**config.mk**
```make
export PLATFORM = sky130hd
export DESIGN_NAME = axi_s_check_data
export DESIGN_NICKNAME = d
export VERILOG_FILES = /design/src/rtl/axi_s_check_data.sv
export SDC_FILE = /design/constraint.sdc
export NUM_CORES = 1
export LEC_CHECK = 0
export CAP_MARGIN = 20
export CORE_UTILIZATION = 46
export CTS_CLUSTER_SIZE = 20
export DETAILED_ROUTE_END_ITERATION = 12
export PLACE_DENSITY_LB_ADDON = 0.12
export SLEW_MARGIN = 25
export SYNTH_ARGS = -nofsm -noshare
export SYNTH_HDL_FRONTEND = slang
export SYNTH_SLANG_ARGS = --single-unit
```
**constraint.sdc**
```tcl
create_clock -name i_clk -period 2.55 [get_ports i_clk]
set_clock_uncertainty 0.05 [all_clocks]
set_input_delay 0.765 -clock i_clk [delete_from_list [all_inputs] [get_ports i_clk]]
set_output_delay 0.765 -clock i_clk [all_outputs]
set_load 0.02 [all_outputs]
```
**src/rtl/axi_s_check_data.sv**
```systemverilog
// AXI-Stream sink that checks framed counter data {k, ~k}.
// Tracks frame/error counts, sticky error flags and a good-frame link status.
module axi_s_check_data #(
  parameter logic [3:0] P_KEEP      = 4'b1111,
  parameter int         P_FRAME_LEN = 16,
  parameter int         P_OK_FRAMES = 4,
  parameter int         P_BP_EN     = 0
) (
  input  logic        i_clk,
  input  logic        i_rst,
  input  logic [31:0] i_axi_s_data,
  input  logic [3:0]  i_axi_s_keep,
  input  logic        i_axi_s_last,
  input  logic        i_axi_s_valid,
  output logic        o_axi_s_ready,
  output logic [31:0] o_frame_cnt,
  output logic [15:0] o_err_cnt,
  output logic        o_data_err,
  output logic        o_len_err,
  output logic        o_link_ok
);

  typedef enum logic [1:0] {IDLE, RECV, DRAIN} state_t;

  localparam logic [15:0] LastIdx = 16'(P_FRAME_LEN - 1);
  localparam logic [7:0]  OkN     = 8'(P_OK_FRAMES);
  localparam logic [31:0] KeepMask = {{8{P_KEEP[3]}}, {8{P_KEEP[2]}},
                                      {8{P_KEEP[1]}}, {8{P_KEEP[0]}}};

  state_t      state_q;
  logic        ready_q;
  logic [15:0] idx_q;
  logic [31:0] frame_cnt_q;
  logic [15:0] err_cnt_q;
  logic        data_err_q;
  logic        len_err_q;
  logic        link_ok_q;
  logic        bad_q;
  logic [7:0]  streak_q;
  logic [7:0]  streak_d;

  logic        acc;
  logic [31:0] exp_data;
  logic        mis;
  logic        mis_full;
  logic        mis_last;
  logic        close;
  logic        len_bad;
  logic        bad;

  assign acc      = i_axi_s_valid & ready_q;
  assign exp_data = {idx_q, ~idx_q};
  assign mis_full = (i_axi_s_data != exp_data) ||
                    (i_axi_s_keep != 4'hF);
  assign mis_last = (((i_axi_s_data ^ exp_data) & KeepMask) != 32'd0) ||
                    (i_axi_s_keep != P_KEEP);

  always_comb begin
    mis      = 1'b0;
    close    = 1'b0;
    len_bad  = 1'b0;
    if (acc) begin
      // Beats past the nominal length are only drained, never compared
      if (state_q != DRAIN) begin
        mis = i_axi_s_last ? mis_last : mis_full;
      end
      unique case (state_q)
        IDLE: begin
          close   = i_axi_s_last;
          len_bad = i_axi_s_last;
        end
        RECV: begin
          close   = i_axi_s_last;
          len_bad = i_axi_s_last ? (idx_q != LastIdx) : (idx_q == LastIdx);
        end
        DRAIN: close = i_axi_s_last;
        default: ;
      endcase
    end
    bad      = bad_q | mis | len_bad;
    streak_d = streak_q;
    if (close) begin
      if (bad) begin
        streak_d = 8'd0;
      end else if (streak_q != OkN) begin
        streak_d = streak_q + 8'd1;
      end
    end
  end

  always_ff @(posedge i_clk) begin
    if (!i_rst) begin
      state_q     <= IDLE;
      ready_q     <= 1'b0;
      idx_q       <= 16'd0;
      frame_cnt_q <= 32'd0;
      err_cnt_q   <= 16'd0;
      data_err_q  <= 1'b0;
      len_err_q   <= 1'b0;
      link_ok_q   <= 1'b0;
      bad_q       <= 1'b0;
      streak_q    <= 8'd0;
    end else begin
      ready_q <= (P_BP_EN != 0) ? ~ready_q : 1'b1;
      if (acc) begin
        data_err_q <= data_err_q | mis;
        len_err_q  <= len_err_q | len_bad;
        bad_q      <= close ? 1'b0 : bad;
        unique case (state_q)
          IDLE: begin
            state_q <= i_axi_s_last ? IDLE : RECV;
            idx_q   <= i_axi_s_last ? 16'd0 : 16'd1;
          end
          RECV: begin
            if (i_axi_s_last) begin
              state_q <= IDLE;
              idx_q   <= 16'd0;
            end else begin
              if (idx_q == LastIdx) state_q <= DRAIN;
              idx_q <= idx_q + 16'd1;
            end
          end
          DRAIN: begin
            if (i_axi_s_last) begin
              state_q <= IDLE;
              idx_q   <= 16'd0;
            end else begin
              idx_q <= idx_q + 16'd1;
            end
          end
          default: state_q <= IDLE;
        endcase
        if (close) begin
          frame_cnt_q <= frame_cnt_q + 32'd1;
          if (bad && (err_cnt_q != 16'hFFFF)) begin
            err_cnt_q <= err_cnt_q + 16'd1;
          end
          streak_q  <= streak_d;
          link_ok_q <= (streak_d == OkN);
        end
      end
    end
  end

  assign o_axi_s_ready = ready_q;
  assign o_frame_cnt   = frame_cnt_q;
  assign o_err_cnt     = err_cnt_q;
  assign o_data_err    = data_err_q;
  assign o_len_err     = len_err_q;
  assign o_link_ok     = link_ok_q;

endmodule

```
After elaboration in Yosys (flattened, before gate mapping):

Index checks and enable logic that the tools add are counted.

* $add $sub $neg: 4
* equality and inequality tests: 12
* mux-type cells: 21
* bitwise gates (word level): 7
* reductions and logical operators: 12

Operators with widths (number)
* 16-bit by 1-bit adder with 16-bit output (second input constant): 2
* 32-bit by 1-bit adder with 32-bit output (second input constant): 1
* 32-bit != test: 1
* 16-bit case mux with 2 select lines: 1
* 32-bit nonzero test: 1
* 32-bit XOR: 1
* 8-bit 2-to-1 mux: 3
* 16-bit by 4-bit equality test with 1-bit output (second input constant): 1
* 16-bit 2-to-1 mux: 1
* 16-bit != test (second input constant): 1
* 16-bit by 4-bit != test with 1-bit output (second input constant): 1
* 16-bit NOT: 1
* 1-bit 2-to-1 mux: 11
* 8-bit by 1-bit adder with 8-bit output (second input constant): 1
* 8-bit by 3-bit equality test with 1-bit output (second input constant): 1
* 8-bit by 3-bit != test with 1-bit output (second input constant): 1
* 2-bit 2-to-1 mux: 3
* 2-bit case mux with 3 select lines: 1
* 3-bit AND reduction: 2
* 2-bit != test (second input constant): 2
* 4-bit != test (second input constant): 1
* 1-bit OR: 4
* 2-bit AND reduction: 2
* 3-bit != test (second input constant): 1
* other kinds (10): 11

* register bits: 79
* input bits: 40
* output and inout bits: 52
* word-level logic and storage cells: 66

Logic depth before layout (Yosys ltp):

* word-level depth: 12
* mapped depth: 10
* depth with buffers taken out: 8

Least setup slack after synthesis:

No wires, ideal clock.

* kind: input port to flip-flop
* from: input i_axi_s_data[20]
* to: register streak_q[4]
* setup time: 0.074 ns
* data arrival time: 2.427 ns
* required time: 2.426 ns
* setup slack: -0.001 ns
* stages: 8
* path buffers: 1
* cell sequence: or3b_1 -> a211o_1 -> nor4_1 -> a211o_2 -> and3_2 -> clkbuf_2 -> nand3b_1 -> a31oi_1

* word-level cells in the longest chain between the ends: 10
* elaborated cells between the ends (all ways): 12
* those cells by class: eq/ne: 1; mux: 5; bitwise: 3; reduce/logical: 3

RTL lines
* start, declared: RTL line 11 `input logic [31:0] i_axi_s_data,`
* 32-bit XOR: RTL line 55 `assign mis_last = (((i_axi_s_data ^ exp_data) & KeepMask) != 32'd0) ||`
* 32-bit nonzero test: RTL line 55
* 1-bit logical OR: RTL line 55
* 1-bit 2-to-1 mux *: RTL line 65 `mis = i_axi_s_last ? mis_last : mis_full;`
* 1-bit 2-to-1 mux *: RTL line 64 `if (state_q != DRAIN) begin`
* 1-bit 2-to-1 mux *: RTL line 62 `if (acc) begin`
* 1-bit OR * (2 in series): RTL line 80 `bad = bad_q | mis | len_bad;`
* 8-bit 2-to-1 mux *: RTL line 83 `if (bad) begin`
* 8-bit 2-to-1 mux *: RTL line 82 `if (close) begin`
* end signal, assigned: RTL line 138 `streak_q <= streak_d;`
* end, declared: RTL line 39 `logic [7:0] streak_q;`

Every way passes the cells marked *; elsewhere a longest branch is shown, timed or not.
A chain may end at the register's enable or synchronous reset.

Worst setup path after layout:

* from: input i_axi_s_data[28]
* to: register err_cnt_q[4], in the netlist o_err_cnt[4]

* word-level cells in the longest chain between the ends: 10
* elaborated cells between the ends (all ways): 12
* those cells by class: eq/ne: 1; mux: 3; bitwise: 3; reduce/logical: 5

RTL lines
* 32-bit XOR: RTL line 55
* 32-bit nonzero test: RTL line 55
* 1-bit logical OR: RTL line 55
* 1-bit 2-to-1 mux *: RTL line 65
* 1-bit 2-to-1 mux *: RTL line 64
* 1-bit 2-to-1 mux *: RTL line 62
* 1-bit OR * (2 in series): RTL line 80
* 1-bit logical AND *: RTL line 135 `if (bad && (err_cnt_q != 16'hFFFF)) begin`
* 3-bit AND reduction (no source line) *
* end signal, assigned: RTL line 136 `err_cnt_q <= err_cnt_q + 16'd1;`
* end, declared: RTL line 34 `logic [15:0] err_cnt_q;`

Marked as above.

==> metrics.txt <==
clock slew at reported path FFs=0.09 ns; part of the power in registers=0.531; Worst Path Max Fanout=6; Post-Place Cell Area=roughly 5500 sq um; Bufs and invs on worst path=1; global route overflow=0; maximum clock path buffer count=2; Crit path max-delay family=compound AO/OA/AOI/OAI gates; status=completed; switching power=625 uW; core area=between 8000 and 9000 sq um; Syn Inst Count=500; Worst Min Path Start=o_data_err; worst path cell trace=clkdlybuf4s50_1, and3b_1, o22ai_2, nor4_2, a211o_4, a211oi_4, and3_4, mux2i_1; syn_area_per_cell=8.37 sq um; Filler cells=755; TritonCTS Sinks=79; Relative slew margins=0.724; top cells by area, synth=dfxtp_1 (38%), nor2_1 (6.0%), xor2_1 (5.4%); die footprint=between 9000 and 10000 sq um; Worst setup EP type=register; clock share of power=0.377; fin area=5870 sq um; Vias per Instance=between 5 and 6; RSZ-0062 raised after global routing=yes; drt drc=0; HPWL after DPL=7.54 mm; post-synthesis async set-or-reset flop share=0; Slew @ Worst Pin=roughly 0.41 ns; fin. max-slew vios=0; largest net degree at the start of global routing=40; origin of the critical flop-to-flop path=idx_q[0]; Int Power=between 1.5 and 2 mW; register area=1580 sq um; final hold vios=0; Initial DRC Count=107; maximum VDD drop=approximately 260 uV; clk_lat worst skew=roughly 0.36 ns; # Max-Cap Violations=0; Crit-path slowest cell=clkdlybuf4s50_1; share of post-route cells with drive strength above 1=0.161; final antenna-violating net count=0; WP data required=2.79 ns; final core occ=0.670; Period minus WS final=about 2.5 ns; Synth Net Count=approximately 550; fin nets=~690; power share of the combinational group=0.092; I/O Pins=92; Setup Viol. Count Final=0; Net Sw Frac=0.266; Arr. time, crit path=between 2 and 3 ns; CTS H-tree lvls=3; IO Port Bufs=91; first-pass GRT wire length=about 17 mm; Synth area leader=dfxtp_1; hold buffer count at cts=0; fmax=between 400 and 500 MHz; Worst setup SP type=input port; worst setup path start=i_axi_s_data[28]; Hold WC Path Type=reg2reg; CTS tree=yes; leak pwr=between 2 and 2.5 nW; CTS buffer count=9; PnR worst setup slack=around 0.057 ns; Ys Warns=0; commonest non-fill, non-tap cells in the layout=dfxtp_1 (77), nor2_1 (67), clkdlybuf4s50_1 (64), nand2_1 (56), buf_4 (55); commonest non-fill, non-tap cell in the layout=dfxtp_1; Post-synth top flop=dfxtp_1; DR pass1 iterations=4; Post-synth EDFFs=0; vias in the first global route=3799; via count=about 4000; die height=around 97 um; CP peak stage delay=0.41 ns; post-synthesis sequential area ratio=0.378; fin crit share=0.978; Yosys cell types=55; routability cong.=roughly 0.86; Multi-input gate area=approximately 2600 sq um; starting density of the core=0.477; PwrDens=401 nW/um^2; Mapped Area=between 4000 and 5000 sq um; setup slack at placement=-0.639 ns; share of Yosys cell area claimed by the top area cell type=0.378; Die Wd=97.4 um; CTS root buffer=clkbuf_8; Power, Total=~2.4 mW; GRT Resource Usage Total=0.219; initial antenna violation count=1; hold slack=between 0.4 and 0.5 ns; DR WL/cell=13.6 um; Area Growth Syn to Fin=40.4%; WS Path Type=in2reg; flops & latches, synth=between 70 and 80; final WL=between 10 and 15 mm; row count=34
==> worst min-delay path, cell delays in order (launching register included) <==
cell and delay (ns):
dfxtp_1 0.32, inv_1 0.04, a21oi_1 0.05
==> worst paths after layout <==
path              slack, ns           end  cells past startpoint
hold / removal         0.41    o_data_err                      2
hold reg to reg        0.41    o_data_err                      2
setup reg to reg       0.07  o_err_cnt[4]                      8
setup / recovery       0.06  o_err_cnt[4]                      8
==> area by class of cell <==
type / count / area share
Antenna cell: 1 / 0.000426
Clock buffer: 9 / 0.0211
Clock inverter: 7 / 0.0104
Inverter: 15 / 0.00959
Multi-Input combinational cell: 388 / 0.436
Sequential cell: 79 / 0.270
Tap cell: 108 / 0.0230
Timing Repair Buffer: 146 / 0.229
==> power by group through the flow <==
stage / clock [mW] / sequential [mW] / combinational (mW)
detailed placement: 0 / 1.28 / 0.213
floorplan: 0 / 1.28 / 0.0945
global placement: 0 / 1.28 / 0.208
finish: 0.886 / 1.25 / 0.217
global route: 0.964 / 1.25 / 0.235
CTS: 0.903 / 1.25 / 0.218
==> routing by layer <==
layer / up-vias / part of all wire / track usage
li1: 2020 / - / -
met1: 1833 / 0.46 / 0.272
met2: 72 / 0.49 / 0.381
met3: 16 / 0.030 / 0.0353
met4: 0 / 0.021 / 0.0837
met5: - / 0 / 0
==> metrics by stage <==
stage | cells | setup TNS [ns]
final | 753 | 0
after global routing | 753 | -0.0296
after CTS | 749 | 0
after detailed placement | 729 | -18.37
after global placement | 729 | -17.65
after floorplan | 500 | 0
==> kinds of logic (layout without fill, tap and decap cells) <==
| logic type | after synthesis | after routing | share of synthesized area |
|---|---|---|---|
| AOI/OAI and AO/OA | 61 | 61 | 0.0948 |
| xor gates and xnor gates | 49 | 49 | 0.103 |
| adders and majority gates | 9 | 9 | 0.0269 |
| buffers and inverters | 33 | 177 | 0.0383 |
| DFF | 79 | 79 | 0.378 |
| muxes | 11 | 11 | 0.0263 |
| other | 0 | 1 | 0 |
| and+or+nand+nor | 258 | 258 | 0.333 |
==> Yosys cell counts (3+ instances only) <==
master	count
xnor2_1	23
inv_1	15
xor2_1	26
nand3b_1	3
nor4_1	4
or3_1	4
a31oi_1	5
clkbuf_1	8
buf_6	4
nand2b_1	10
nor3b_1	14
or4_1	3
and4_1	4
clkbuf_2	3
and2_1	7
ha_1	9
nand2_1	57
mux2i_1	11
o22ai_1	6
o21ai_0	14
and3b_1	14
nor2b_1	3
dfxtp_1	79
nor2_1	67
nand3_1	17
and3_1	12
a21oi_1	20
nand4_1	17
and3_2	4
nor3_1	8
==> flip-flops by register name, indices dropped and copies added (netlist names) <==
register and cells:
o_frame_cnt 32, o_err_cnt 16, o_axi_s_ready 1, bad_q 1
o_data_err 1, o_len_err 1, state_q 2, idx_q 16
o_link_ok 1, streak_q 8
==> repair_timing <==
item / in CTS / in global routing
pin swaps: 18 / 27
endpoints found under the setup margin: 26 / 18
gates resized for setup: 34 / 17
setup buffers: 4 / 3
No activity file was read; power rests on OpenSTA's default activity.
